[config.mk]
export PLATFORM = sky130hd
export DESIGN_NAME = id_ex_stage_flat
export DESIGN_NICKNAME = d
export VERILOG_FILES = /design/src/rtl/id_ex_stage_if.sv /design/src/rtl/id_ex_stage.sv /design/src/flat_wrapper.sv
export SDC_FILE = /design/constraint.sdc
export NUM_CORES = 1
export LEC_CHECK = 0
export CORE_ASPECT_RATIO = 1.5
export CORE_MARGIN = 2
export CORE_UTILIZATION = 45
export DETAILED_ROUTE_END_ITERATION = 10
export PLACE_DENSITY = 0.82
export SYNTH_ARGS = -nofsm -noshare
export SYNTH_HDL_FRONTEND = slang
export SYNTH_SLANG_ARGS = --single-unit
[constraint.sdc]
create_clock -name clk -period 5.93 [get_ports clk]
set_clock_uncertainty 0.2 [all_clocks]
set_input_delay 1.186 -clock clk [delete_from_list [all_inputs] [get_ports clk]]
set_output_delay 1.186 -clock clk [all_outputs]
set_load 0.05 [all_outputs]
[src/rtl/id_ex_stage_if.sv]
// Syscall request handshake between the ID/EX stage (master) and the syscall unit (slave).
interface id_ex_stage_if;
    logic syscall_fire;
    logic syscall_ack;

    modport master (output syscall_fire, input syscall_ack);
    modport slave  (input syscall_fire, output syscall_ack);
endinterface

[src/rtl/id_ex_stage.sv]
// ID/EX pipeline register with load-use bubble insertion and a syscall drain/fire FSM.
module id_ex_stage (
    input  logic        clk,
    input  logic        rst_n,
    input  logic        RegDst,
    input  logic        Jump,
    input  logic        Jal,
    input  logic        Jr,
    input  logic        Branch,
    input  logic        MemRead,
    input  logic        MemToReg,
    input  logic        RegWrite,
    input  logic        AluSrc,
    input  logic        MemWrite,
    input  logic        Syscall,
    input  logic [3:0]  AluOp,
    input  logic [31:0] id_pc4,
    input  logic [31:0] id_rs_data,
    input  logic [31:0] id_rt_data,
    input  logic [31:0] id_imm,
    input  logic [4:0]  id_rs,
    input  logic [4:0]  id_rt,
    input  logic [4:0]  id_rd,
    input  logic        flush,
    output logic        ex_RegDst,
    output logic        ex_Jump,
    output logic        ex_Jal,
    output logic        ex_Jr,
    output logic        ex_Branch,
    output logic        ex_MemRead,
    output logic        ex_MemToReg,
    output logic        ex_RegWrite,
    output logic        ex_AluSrc,
    output logic        ex_MemWrite,
    output logic        ex_Syscall,
    output logic [3:0]  ex_AluOp,
    output logic [31:0] ex_pc4,
    output logic [31:0] ex_rs_data,
    output logic [31:0] ex_rt_data,
    output logic [31:0] ex_imm,
    output logic [4:0]  ex_rs,
    output logic [4:0]  ex_rt,
    output logic [4:0]  ex_rd,
    output logic        stall,
    id_ex_stage_if.master sc
);
    typedef struct packed {
        logic        RegDst, Jump, Jal, Jr, Branch, MemRead;
        logic        MemToReg, RegWrite, AluSrc, MemWrite, Syscall;
        logic [3:0]  AluOp;
        logic [31:0] pc4, rs_data, rt_data, imm;
        logic [4:0]  rs, rt, rd;
    } idex_t;

    typedef enum logic [1:0] {IDLE, DRAIN1, DRAIN2, FIRE} sc_state_t;

    idex_t     id_b, ex_q, ex_d;
    sc_state_t state_q, state_d;
    logic      fire_q, fire_d;
    logic      load_use, hold, ack_edge;

    assign id_b = {RegDst, Jump, Jal, Jr, Branch, MemRead, MemToReg, RegWrite, AluSrc,
                   MemWrite, Syscall, AluOp, id_pc4, id_rs_data, id_rt_data, id_imm,
                   id_rs, id_rt, id_rd};

    // Loads into $0 never create a real dependency.
    assign load_use = ex_q.MemRead && (ex_q.rt != 5'd0) &&
                      ((ex_q.rt == id_rs) || (ex_q.rt == id_rt));
    assign stall    = load_use || ex_q.Syscall;
    assign hold     = (state_q != IDLE) || ex_q.Syscall;
    assign ack_edge = (state_q == FIRE) && sc.syscall_ack;

    // The ack edge retires the held syscall, so it beats the hold.
    always_comb begin
        ex_d = ex_q;
        if (ack_edge)               ex_d = '0;
        else if (hold)              ex_d = ex_q;
        else if (flush || load_use) ex_d = '0;
        else                        ex_d = id_b;
    end

    always_ff @(posedge clk or negedge rst_n) begin
        if (!rst_n) ex_q <= '0;
        else        ex_q <= ex_d;
    end

    always_comb begin
        state_d = state_q;
        fire_d  = 1'b0;
        case (state_q)
            IDLE:    if (ex_q.Syscall) state_d = DRAIN1;
            DRAIN1:  state_d = DRAIN2;
            DRAIN2:  begin state_d = FIRE; fire_d = 1'b1; end
            FIRE:    if (sc.syscall_ack) state_d = IDLE; else fire_d = 1'b1;
            default: state_d = IDLE;
        endcase
    end

    always_ff @(posedge clk or negedge rst_n) begin
        if (!rst_n) begin
            state_q <= IDLE;
            fire_q  <= 1'b0;
        end else begin
            state_q <= state_d;
            fire_q  <= fire_d;
        end
    end

    assign sc.syscall_fire = fire_q;

    assign ex_RegDst   = ex_q.RegDst;
    assign ex_Jump     = ex_q.Jump;
    assign ex_Jal      = ex_q.Jal;
    assign ex_Jr       = ex_q.Jr;
    assign ex_Branch   = ex_q.Branch;
    assign ex_MemRead  = ex_q.MemRead;
    assign ex_MemToReg = ex_q.MemToReg;
    assign ex_RegWrite = ex_q.RegWrite;
    assign ex_AluSrc   = ex_q.AluSrc;
    assign ex_MemWrite = ex_q.MemWrite;
    assign ex_Syscall  = ex_q.Syscall;
    assign ex_AluOp    = ex_q.AluOp;
    assign ex_pc4      = ex_q.pc4;
    assign ex_rs_data  = ex_q.rs_data;
    assign ex_rt_data  = ex_q.rt_data;
    assign ex_imm      = ex_q.imm;
    assign ex_rs       = ex_q.rs;
    assign ex_rt       = ex_q.rt;
    assign ex_rd       = ex_q.rd;
endmodule

[src/flat_wrapper.sv]
// flat-port wrapper written by rule: the top's interface ports become plain ports
module id_ex_stage_flat 
  (clk, rst_n, RegDst, Jump, Jal, Jr, Branch, MemRead, MemToReg, RegWrite, AluSrc, MemWrite, Syscall, AluOp, id_pc4, id_rs_data, id_rt_data, id_imm, id_rs, id_rt, id_rd, flush, ex_RegDst, ex_Jump, ex_Jal, ex_Jr, ex_Branch, ex_MemRead, ex_MemToReg, ex_RegWrite, ex_AluSrc, ex_MemWrite, ex_Syscall, ex_AluOp, ex_pc4, ex_rs_data, ex_rt_data, ex_imm, ex_rs, ex_rt, ex_rd, stall, sc_syscall_fire, sc_syscall_ack);
  id_ex_stage_if sc_i ();
  input  logic clk;
  input  logic rst_n;
  input  logic RegDst;
  input  logic Jump;
  input  logic Jal;
  input  logic Jr;
  input  logic Branch;
  input  logic MemRead;
  input  logic MemToReg;
  input  logic RegWrite;
  input  logic AluSrc;
  input  logic MemWrite;
  input  logic Syscall;
  input  logic [3:0] AluOp;
  input  logic [31:0] id_pc4;
  input  logic [31:0] id_rs_data;
  input  logic [31:0] id_rt_data;
  input  logic [31:0] id_imm;
  input  logic [4:0] id_rs;
  input  logic [4:0] id_rt;
  input  logic [4:0] id_rd;
  input  logic flush;
  output logic ex_RegDst;
  output logic ex_Jump;
  output logic ex_Jal;
  output logic ex_Jr;
  output logic ex_Branch;
  output logic ex_MemRead;
  output logic ex_MemToReg;
  output logic ex_RegWrite;
  output logic ex_AluSrc;
  output logic ex_MemWrite;
  output logic ex_Syscall;
  output logic [3:0] ex_AluOp;
  output logic [31:0] ex_pc4;
  output logic [31:0] ex_rs_data;
  output logic [31:0] ex_rt_data;
  output logic [31:0] ex_imm;
  output logic [4:0] ex_rs;
  output logic [4:0] ex_rt;
  output logic [4:0] ex_rd;
  output logic stall;
  output wire logic [$bits(sc_i.syscall_fire)-1:0] sc_syscall_fire;
  input wire logic [$bits(sc_i.syscall_ack)-1:0] sc_syscall_ack;
  assign sc_syscall_fire = sc_i.syscall_fire;
  assign sc_i.syscall_ack = sc_syscall_ack;
  id_ex_stage u_core (.clk(clk), .rst_n(rst_n), .RegDst(RegDst), .Jump(Jump), .Jal(Jal), .Jr(Jr), .Branch(Branch), .MemRead(MemRead), .MemToReg(MemToReg), .RegWrite(RegWrite), .AluSrc(AluSrc), .MemWrite(MemWrite), .Syscall(Syscall), .AluOp(AluOp), .id_pc4(id_pc4), .id_rs_data(id_rs_data), .id_rt_data(id_rt_data), .id_imm(id_imm), .id_rs(id_rs), .id_rt(id_rt), .id_rd(id_rd), .flush(flush), .ex_RegDst(ex_RegDst), .ex_Jump(ex_Jump), .ex_Jal(ex_Jal), .ex_Jr(ex_Jr), .ex_Branch(ex_Branch), .ex_MemRead(ex_MemRead), .ex_MemToReg(ex_MemToReg), .ex_RegWrite(ex_RegWrite), .ex_AluSrc(ex_AluSrc), .ex_MemWrite(ex_MemWrite), .ex_Syscall(ex_Syscall), .ex_AluOp(ex_AluOp), .ex_pc4(ex_pc4), .ex_rs_data(ex_rs_data), .ex_rt_data(ex_rt_data), .ex_imm(ex_imm), .ex_rs(ex_rs), .ex_rt(ex_rt), .ex_rd(ex_rd), .stall(stall), .sc(sc_i));
endmodule
## After elaboration in Yosys (flattened, before gate mapping)

Cells that the tools add are included.

| word-level totals | value |
|---|---|
| bits in latches | 0 |
| output and inout bits | 160 |
| bits in writable memories | 0 |
| register bits after elaboration | 161 |
| bits in read-only memories | 0 |
| memories | 0 |
| bits of input ports | 162 |

| cells by class | value |
|---|---|
| eq/ne operators | 8 |
| div/mod/pow operators | 0 |
| bitwise logic cells | 0 |
| shifts and indexed selects | 0 |
| reductions and logical operators | 11 |
| mux-type cells | 8 |
| multiply operators | 0 |
| $lt $le $gt $ge | 0 |
| $add $sub $neg | 0 |

Operators with widths:

| kind | number |
|---|---|
| $mux W158 | 3 |
| $eq A5 B5 Y1 | 2 |
| $pmux W2 S4 | 1 |
| $reduce_bool A5 Y1 | 1 |
| $eq A2 B2 Y1 const B | 2 |
| $logic_or A1 B1 Y1 | 4 |
| $mux W2 | 2 |
| $ne A2 B2 Y1 const B | 2 |
| $logic_and A1 B1 Y1 | 3 |
| $eq A2 B1 Y1 const B | 1 |
| $logic_not A2 Y1 | 1 |
| $ne A2 B1 Y1 const B | 1 |
| $pmux W1 S2 | 1 |
| $reduce_and A2 Y1 | 1 |
| $reduce_bool A2 Y1 | 1 |
| $mux W1 | 1 |

## Longest topological paths before layout

Gate-level depths: netlist (run 1).

| depth | value |
|---|---|
| depth after elaboration | 7 |
| depth in mapped cells | 9 |
| mapped depth without buffers | 6 |

## Least setup slack after synthesis (run 1)

No wires, ideal clock.

| timing | value |
|---|---|
| kind | input to output |
| from | in id_rt[4] |
| to | out stall |
| data arrival time | 2.169 ns |
| stages | 5 |
| slack | 2.375 ns |
| path buffers | 1 |
| cells stage by stage | xnor2_1 nand3_1 o22ai_2 buf_2 a31o_2 |

| on the way | value |
|---|---|
| cells in the longest elaborated chain, start to end | 4 |

Ends and longest elaborated chain:

| what | line | source |
|---|---|---|
| start: declaration | flat_wrapper.sv:24 | `input logic [4:0] id_rt;` |
| $eq A5 B5 Y1 | id_ex_stage.sv:68 | `((ex_q.rt == id_rs) \|\| (ex_q.rt == id_rt));` |
| $logic_or A1 B1 Y1 | id_ex_stage.sv:68 |  |
| $logic_and A1 B1 Y1 | id_ex_stage.sv:67 | `assign load_use = ex_q.MemRead && (ex_q.rt != 5'd0) &&` |
| $logic_or A1 B1 Y1 | id_ex_stage.sv:69 | `assign stall = load_use \|\| ex_q.Syscall;` |
| end: declaration | flat_wrapper.sv:46 | `output logic stall;` |

No other way between the ends.

## Worst setup path after layout (run 1)

Ends and elaborated chain as after synthesis.

==> out/qor.yml, run 1 <==
status:
  outcome: "complete, no violations"
final_layout:
  finalNonFillerCells: 1245
  utilization_pct: 67.7
  fin_nets: 1186
  drive_gt1_share_pct: 4.93
  area_growth_pct: 48.7
timing:
  hold_viol_final: 0
  slew_headroom_pct: 27.0
  finalMaxSlewViolations: 0
  rsz0062_at_grt: "no"
  period_share_pct: 77.2
  tns_ns: 0
  fmax_mhz: 218
  finalSetupViolCount: 0
  worstMarginPinSlew_ns: 1.10
  finalCriticalPeriod_ns: 4.58
clocking:
  clock_sinks: 161
  cts_resized: 0
  path_clk_slew_ns: 0.06
  cts_tree: "built"
  cts_setup_buffers: 0
  insertion_delay_ns: 0.42
  ctsRootBufferMaster: "clkbuf_16"
  hold_buffers: 0
  cts_made_buffers: 17
  h-tree-depth: 4
  cts_buffer_depth: 2
logic_synthesis:
  synth_seq_cells: 161
  ys.warnings.count: 0
  syn_avg_cell_area_um2: 9.99
  synth_top_area_share_pct: 53.3
  synthTopCellsByArea: "dfrtp_1, a32oi_1, nand2_1, o21ai_0, o21ai_1"
  ys_seq_area_share_pct: 53.3
  synth_cells: 757
  synth_edf_count: 0
  synth_area_leader_cell: "dfrtp_1"
  synth_top_flop_cell: "dfrtp_1"
  synth_common_cells: "nand2_1, dfrtp_1, a32oi_1"
  synth.most_common_cell: "nand2_1"
  async_flop_share_pct: 100
  synth.net_count: 922
  syn_area_um2: 7560
  yosysUniqueCellTypes: 27
routing:
  postRouteWirelength_mm: 24.0
  viasPerCell: 5.88
  first_iter_violations: 724
  vias: 7315
  dr.pass1.iters: 5
  drc_errors: 0
  avgRoutedWirePerCell_um: 19.3
  antenna_left: 0
global_routing:
  antenna_found_initial: 1
  grt_pass1_wl_mm: 36.4
  track_usage_pct: 25.9
  grt_overflow: 0
  grt_max_degree: 104
  grt_pass1_vias: 6870
floorplan:
  rows: 58
  die-height_um: 163
  dieWidth_um: 110
  start_util_pct: 45.5
  die-area_um2: 17900
  coreArea_um2: 16600
  io_pins: 322
pwr:
  ir_drop_uv: 444
  p_per_area_nw_per_um2: 590
  leakagePower_nw: 4.27
job:
  drv_cap: 0
placed_design:
  port_buffers: 321
  gp_congestion: 0.841
  dp_cells: 1212
  dp_hpwl_mm: 15.4
setup_path:
  worstSetupEndpointType: "primary output"
  required_ns: 4.54
  setup.worst_path.class: "primary input to primary output"
  startpoint_type: "primary input"
  worstPathArrival_ns: 3.19
  cp_max_fo: 3
min_path:
  hold_path_class: "register to register"
==> final cells by class <==
cell class | instances | area [um2]
Fill cell | 1320 | 5370
Sequential cell | 161 | 4030
Timing Repair Buffer | 332 | 3330
Multi-Input combinational cell | 506 | 3050
Clock buffer | 19 | 443
Tap cell | 210 | 263
Clock inverter | 13 | 119
Inverter | 3 | 11.3
Antenna cell | 1 | 2.50
==> flip-flops by register name, indices dropped and copies added (netlist names), 2 cells and up <==
signal	count
u_core.ex_rs	5
u_core.ex_rd	5
u_core.ex_pc4	32
u_core.ex_AluOp	4
u_core.state_q	2
u_core.ex_rt_data	32
u_core.ex_rt	5
u_core.ex_rs_data	32
u_core.ex_imm	32
==> cells by family after synthesis <==
kind of cell	share of synthesized area, %
adder cells (fa/ha/maj)	0.496
flip-flops	53.3
XOR/XNOR	1.16
AND/OR/NAND/NOR	8.84
AO/OA/AOI/OAI	29.4
buffers and inverters	6.82
==> critical path: stages <==
cell             delay, ns
clkdlybuf4s50_1       0.53
xnor2_1               0.14
nand3_1               0.15
o22ai_4               0.21
a31o_2                0.17
clkdlybuf4s50_1       0.79
==> metrics by stage <==
step	instance area, um2	hold slack [ns]	setup slack, ns	power [mW]
floorplan	7560	0.289	2.38	4.36
global placement	10700	0.273	1.35	5.52
detailed placement	10700	0.280	1.38	5.58
CTS	11200	0.297	1.35	6.67
global route	11200	0.314	1.28	6.97
finish	11200	0.291	1.35	6.64
==> cells in the final DEF (no fill, tap or decap), types with 2 or more instances in the layout <==
cell type / n
buf_4: 8
xnor2_1: 10
clkinv_4: 2
dfrtp_1: 161
inv_1: 3
inv_8: 4
o21ai_0: 120
clkdlybuf4s50_1: 320
buf_12: 3
o21ai_1: 39
ha_1: 3
a32oi_1: 158
inv_6: 5
nand2_1: 163
nand3_1: 2
clkbuf_16: 17
==> report_power, final <==
part,switching (mW),internal [mW]
combinational,2.58,1.22
clock,0.492,0.567
sequential,0.253,1.52
==> path summary, 6_finish.rpt <==
kind / start / to / slack (ns) / cells past startpoint
hold / removal: u_core.ex_rt_data[6] / u_core.ex_rt_data[6] / 0.29 / 2
min in group asynchronous: rst_n / u_core.ex_imm[10] / 0.68 / 1
setup reg to reg: u_core.ex_rt[4] / u_core.ex_pc4[31] / 2.79 / 6
setup / recovery: id_rt[4] / stall / 1.35 / 6
max in group asynchronous: rst_n / u_core.ex_pc4[15] / 3.83 / 2
hold reg to reg: u_core.ex_rt_data[6] / u_core.ex_rt_data[6] / 0.29 / 2
==> layer usage <==
metal	share of wire (%)	wire, um	track usage, %	up-vias
li1	-	-	-	3410
met2	51	12300	42.3	301
met4	3.4	821	12.2	0
met3	7.4	1780	6.60	48
met5	0	0	0	-
met1	38	9150	31.7	3556
No activity file was read; power rests on OpenSTA's default activity.
==> inputs of run 2 (changes only) <==
Settings changed: CORE_UTILIZATION 45 to 43, PLACE_DENSITY 0.82 to 0.79.
Clock period 5.93 ns to 4.8 ns, I/O delays scaled along.
==> run 2 against run 1 <==
Compared with the run above:
- global-route usage down 0.87 points
- wire length is 0.44% lower
- cell area increased by 0.56%
- largest cell class unchanged
- die area rose by 4.5%
- critical path depth unchanged
- largest power group unchanged
- setup slack worse by 0.22 ns
==> out/qor.yml, run 2 (same netlist as run 1, synthesis figures left out) <==
final_layout:
  drive_gt1_share_pct: 5.13  # +0.19 points
  fill_cells: 1383  # +4.8%
  fin_nets: 1186  # unchanged
  antennaDiodeCount: 0  # -1
  final_common_cell: "clkdlybuf4s50_1"
  layout_common_cells: "clkdlybuf4s50_1, nand2_1, dfrtp_1"
  area_growth_pct: 49.6
global_routing:
  grt_pass1_vias: 7036  # +2.4%
  grt_max_degree: 139  # +34%
  grt_overflow: 0  # unchanged
  track_usage_pct: 25.0  # -0.87 points
  grt_pass1_wl_mm: 37.9  # +4.0%
  antenna_found_initial: 0  # -1
setup_path:
  startpoint_type: "primary input"
  cpMaxStageDelayCell: "clkdlybuf4s50_1"
  cp_num_buf_inv: 2  # unchanged
  cp_max_fo: 11  # +8
  reg2regPathDepth: 7  # +1
  path_cells: "clkdlybuf4s50_1, xnor2_1, nand3_1, o22ai_4, a31o_2, buf_4"
  max_stage_delay_ns: 0.53  # -0.26 ns
  worstReg2RegStart: "u_core.state_q[0]"
  cp_top_family: "buffers and inverters"
  required_ns: 3.64  # -0.90 ns
  r2r_slack_ns: 2.26  # -0.53 ns
  worstSetupEndpointType: "primary output"
  worstPathArrival_ns: 2.51  # -0.68 ns
  setup.worst_path.class: "primary input to primary output"
  r2r_end: "u_core.ex_rs_data[30]"
clocking:
  clock_sinks: 161  # unchanged
  h-tree-depth: 4  # unchanged
  insertion_delay_ns: 0.42  # about the same
  cts_setup_buffers: 0  # unchanged
  hold_buffers: 0  # unchanged
  path_clk_slew_ns: 0.06  # about the same
  cts_buffer_depth: 2  # unchanged
  cts_made_buffers: 17  # unchanged
  cts_resized: 0  # unchanged
  ctsRootBufferMaster: "clkbuf_16"
  cts_tree: "built"
floorplan:
  start_util_pct: 43.8  # -1.7 points
  dieWidth_um: 112  # +2.2%
  coreArea_um2: 17300  # +3.9%
  die-height_um: 166  # +2.2%
  die-area_um2: 18700  # +4.5%
  rows: 59  # +1.7%
  io_pins: 322  # unchanged
timing:
  worstMarginPinSlew_ns: 1.15  # +0.0559 ns
  fmax_mhz: 273
  tns_ns: 0  # unchanged
  rsz0062_at_grt: "no"
  finalMaxSlewViolations: 0  # unchanged
  period_share_pct: 76.4
  slew_headroom_pct: 23.3  # -3.7 points
  finalSetupViolCount: 0  # unchanged
  finalCriticalPeriod_ns: 3.67
  worst_slack_ns: 1.13  # -0.219 ns
  hold_viol_final: 0  # unchanged
min_path:
  min_path_cells: 2  # unchanged
  min_from: "u_core.ex_rs_data[10]"
  hold_path_class: "register to register"
  hold_path_end: "u_core.ex_rs_data[10]"
placed_design:
  pre_cts_ws_ns: 1.13  # -0.250 ns
  gp_congestion: 0.804  # -4.4%
  port_buffers: 321  # unchanged
  dp_hpwl_mm: 15.1  # -1.8%
pwr:
  p_per_area_nw_per_um2: 733  # +24%
  ir_drop_uv: 548  # +23%
  leakagePower_nw: 4.29  # +0.56%
job:
  drv_cap: 0  # unchanged
routing:
  postRouteWirelength_mm: 23.9  # -0.44%
  dr.pass1.iters: 5  # unchanged
  viasPerCell: 5.82  # -0.88%
  first_iter_violations: 628  # -13%
  vias: 7262  # -0.72%
  antenna_left: 0  # unchanged
  drc_errors: 0  # unchanged
  avgRoutedWirePerCell_um: 19.2  # -0.60%
status:
  outcome: "complete, no violations"
## run 2: changes by cell type in the layout (fill, tap and decap cells not counted), moves of 2 or more
| cell | before | now |
|---|---|---|
| bufinv_16 | 0 | 2 |
| clkbuf_8 | 1 | 3 |
| inv_6 | 5 | 2 |
| inv_8 | 4 | 2 |
## run 2: area by class of cell
class / instances / area (um2) / share of cell area, %
Timing Repair Buffer: 332 / 3340 / 29.6
Sequential cell: 161 / 4030 / 35.6
Inverter: 3 / 11.3 / 0.0996
Multi-Input combinational cell: 506 / 3050 / 26.9
Clock inverter: 12 / 146 / 1.29
Tap cell: 213 / 267 / 2.36
Clock buffer: 20 / 467 / 4.13
## run 2: power by group
part	internal, mW	total, mW	switching [mW]
combinational	1.51	4.70	3.19
sequential	1.88	2.19	0.310
clock	0.821	1.40	0.579
## run 2: through the flow
step                hold slack, ns  cell area (um2)  util [%]  cells  total power, mW
detailed placement           0.280            10700      61.9   1215             6.91
CTS                          0.296            11300      65.5   1247             8.34
finish                       0.292            11300      65.5   1247             8.29
floorplan                    0.289             7560         -    757             5.38
global placement             0.273            10700      61.9   1215             6.85
global route                 0.317            11300      65.5   1247             8.71
## run 2: worst max path at each step
stage	from	endpoint	slack [ns]	depth (start not counted)
4_1_cts	id_rt[3]	stall	1.12	6
3_3_place_gp	id_rt[3]	stall	1.16	6
3_5_place_dp	id_rt[3]	stall	1.13	6
6_report	id_rt[3]	stall	1.13	6
5_1_grt	id_rt[3]	stall	1.05	6
2_1_floorplan	id_rt[4]	stall	1.70	5
## run 2: per-layer routing
metal / track usage, % / share of wire [%]
met5: 0 / 0
met2: 41.1 / 49
met1: 31.0 / 40
met4: 11.6 / 3.9
met3: 6.26 / 6.8
## run 2: worst min-delay path, cell delays in order, from the launching register on
cell and delay, ns:
dfrtp_1 0.34, a32oi_1 0.05, o21ai_0 0.06
==> inputs of run 3 (changes only) <==
Clock period 4.8 ns to 3.6 ns, I/O delays scaled along.
==> run 3 against run 2 <==
Compared with the run above:
- combinational power increased by 35%
- sequential share of layout area fell by 0.21 points
- first-iteration DRC count increased by 0.16%
- power up 33%
- final cell count rose by 0.16%
- critical path type unchanged
==> out/qor.yml, run 3 (same netlist as run 1, synthesis figures left out) <==
status:
  outcome: "complete, no violations"
routing:
  first_iter_violations: 629  # +0.16%
  dr.pass1.iters: 5  # unchanged
  vias: 7322  # +0.83%
  viasPerCell: 5.86  # +0.66%
  antenna_left: 0  # unchanged
  postRouteWirelength_mm: 24.1  # +0.82%
  drc_errors: 0  # unchanged
  avgRoutedWirePerCell_um: 19.3  # +0.66%
setup_path:
  required_ns: 2.68  # -0.96 ns
  worstPathArrival_ns: 2.13  # -0.38 ns
  worstSetupEndpointType: "primary output"
  cp_max_fo: 3  # -8
  setup.worst_path.class: "primary input to primary output"
  startpoint_type: "primary input"
placed_design:
  gp_congestion: 0.820  # +1.9%
  dp_hpwl_mm: 15.5  # +2.2%
  port_buffers: 321  # unchanged
clocking:
  ctsRootBufferMaster: "clkbuf_16"
  clock_sinks: 161  # unchanged
  cts_tree: "built"
  h-tree-depth: 4  # unchanged
  path_clk_slew_ns: 0.06  # about the same
  insertion_delay_ns: 0.42  # about the same
  cts_made_buffers: 17  # unchanged
  cts_setup_buffers: 0  # unchanged
  cts_buffer_depth: 2  # unchanged
floorplan:
  dieWidth_um: 112  # unchanged
  rows: 59  # unchanged
  die-area_um2: 18700  # unchanged
  start_util_pct: 43.8  # unchanged
  coreArea_um2: 17300  # unchanged
  io_pins: 322  # unchanged
  die-height_um: 166  # unchanged
timing:
  hold_viol_final: 0  # unchanged
  tns_ns: 0  # unchanged
  finalCriticalPeriod_ns: 3.05
  finalSetupViolCount: 0  # unchanged
  rsz0062_at_grt: "no"
  finalMaxSlewViolations: 0  # unchanged
  fmax_mhz: 328
  period_share_pct: 84.7
  slew_headroom_pct: 46.9  # +24 points
  worstMarginPinSlew_ns: 0.796  # -0.355 ns
final_layout:
  area_growth_pct: 50.5
  layout_common_cells: "clkdlybuf4s50_1, nand2_1, dfrtp_1"
  drive_gt1_share_pct: 5.21  # +0.087 points
  antennaDiodeCount: 0  # unchanged
  final_common_cell: "clkdlybuf4s50_1"
  fin_nets: 1188  # +0.17%
  utilization_pct: 65.9  # +0.39 points
global_routing:
  antenna_found_initial: 2  # +2
  grt_max_degree: 159  # +14%
  grt_overflow: 0  # unchanged
  grt_pass1_vias: 6936  # -1.4%
  grt_pass1_wl_mm: 37.7  # -0.58%
  track_usage_pct: 25.1  # +0.048 points
min_path:
  hold_path_class: "register to register"
pwr:
  ir_drop_uv: 668  # +22%
  leakagePower_nw: 4.31  # +0.40%
  p_per_area_nw_per_um2: 971  # +32%
job:
  drv_cap: 0  # unchanged
==> run 3: per-stage QoR <==
step	power [mW]	hold slack, ns	cell area (um2)	std cells	setup WS, ns
global placement	9.19	0.273	10800	1216	0.566
global route	11.6	0.315	11400	1249	0.490
detailed placement	9.29	0.280	10800	1216	0.552
CTS	11.1	0.296	11400	1249	0.544
finish	11.0	0.291	11400	1249	0.550
floorplan	7.18	0.224	7560	757	0.946
==> run 3: timing repair <==
item,4_1_cts,5_1_grt
hold endpoints to repair,1,0
hold buffers,1,0
resized for setup,0,0
==> run 3: final cells by class <==
type	count	area, um2
Clock buffer	20	467
Timing Repair Buffer	334	3440
Tap cell	213	267
Fill cell	1355	5900
Clock inverter	12	121
Sequential cell	161	4030
Inverter	3	11.3
Multi-Input combinational cell	506	3050
==> run 3: worst paths after layout <==
| check | from | to | slack (ns) | cells past startpoint |
|---|---|---|---|---|
| min in group asynchronous | rst_n | u_core.ex_imm[23] | 0.57 | 2 |
| min reg2reg | u_core.ex_imm[27] | u_core.ex_imm[27] | 0.29 | 2 |
| max reg2reg | u_core.state_q[0] | u_core.ex_imm[2] | 1.13 | 7 |
| max in group asynchronous | rst_n | u_core.ex_rs_data[28] | 1.91 | 3 |
| min | u_core.ex_imm[27] | u_core.ex_imm[27] | 0.29 | 2 |
| max | id_rt[0] | stall | 0.55 | 6 |
==> run 3: report_power, final <==
group          switching, mW  leakage, nW  internal, mW
clock network          0.768        0.282          1.02
registers              0.408         2.09          2.51
logic                   4.27         1.94          2.07
==> run 3: critical path, cell delays in order <==
cell             delay (ns)
clkdlybuf4s50_1        0.52
xnor2_1                0.14
nand3_1                0.14
o22ai_4                0.25
a31o_2                 0.22
buf_12                 0.14
==> run 3: metal layers <==
metal	track usage [%]	vias to the layer above	wire [um]
met5	0	-	27
met4	10.4	4	844
met3	7.53	55	1850
met2	40.4	327	11900
met1	31.6	3534	9460
li1	-	3402	-
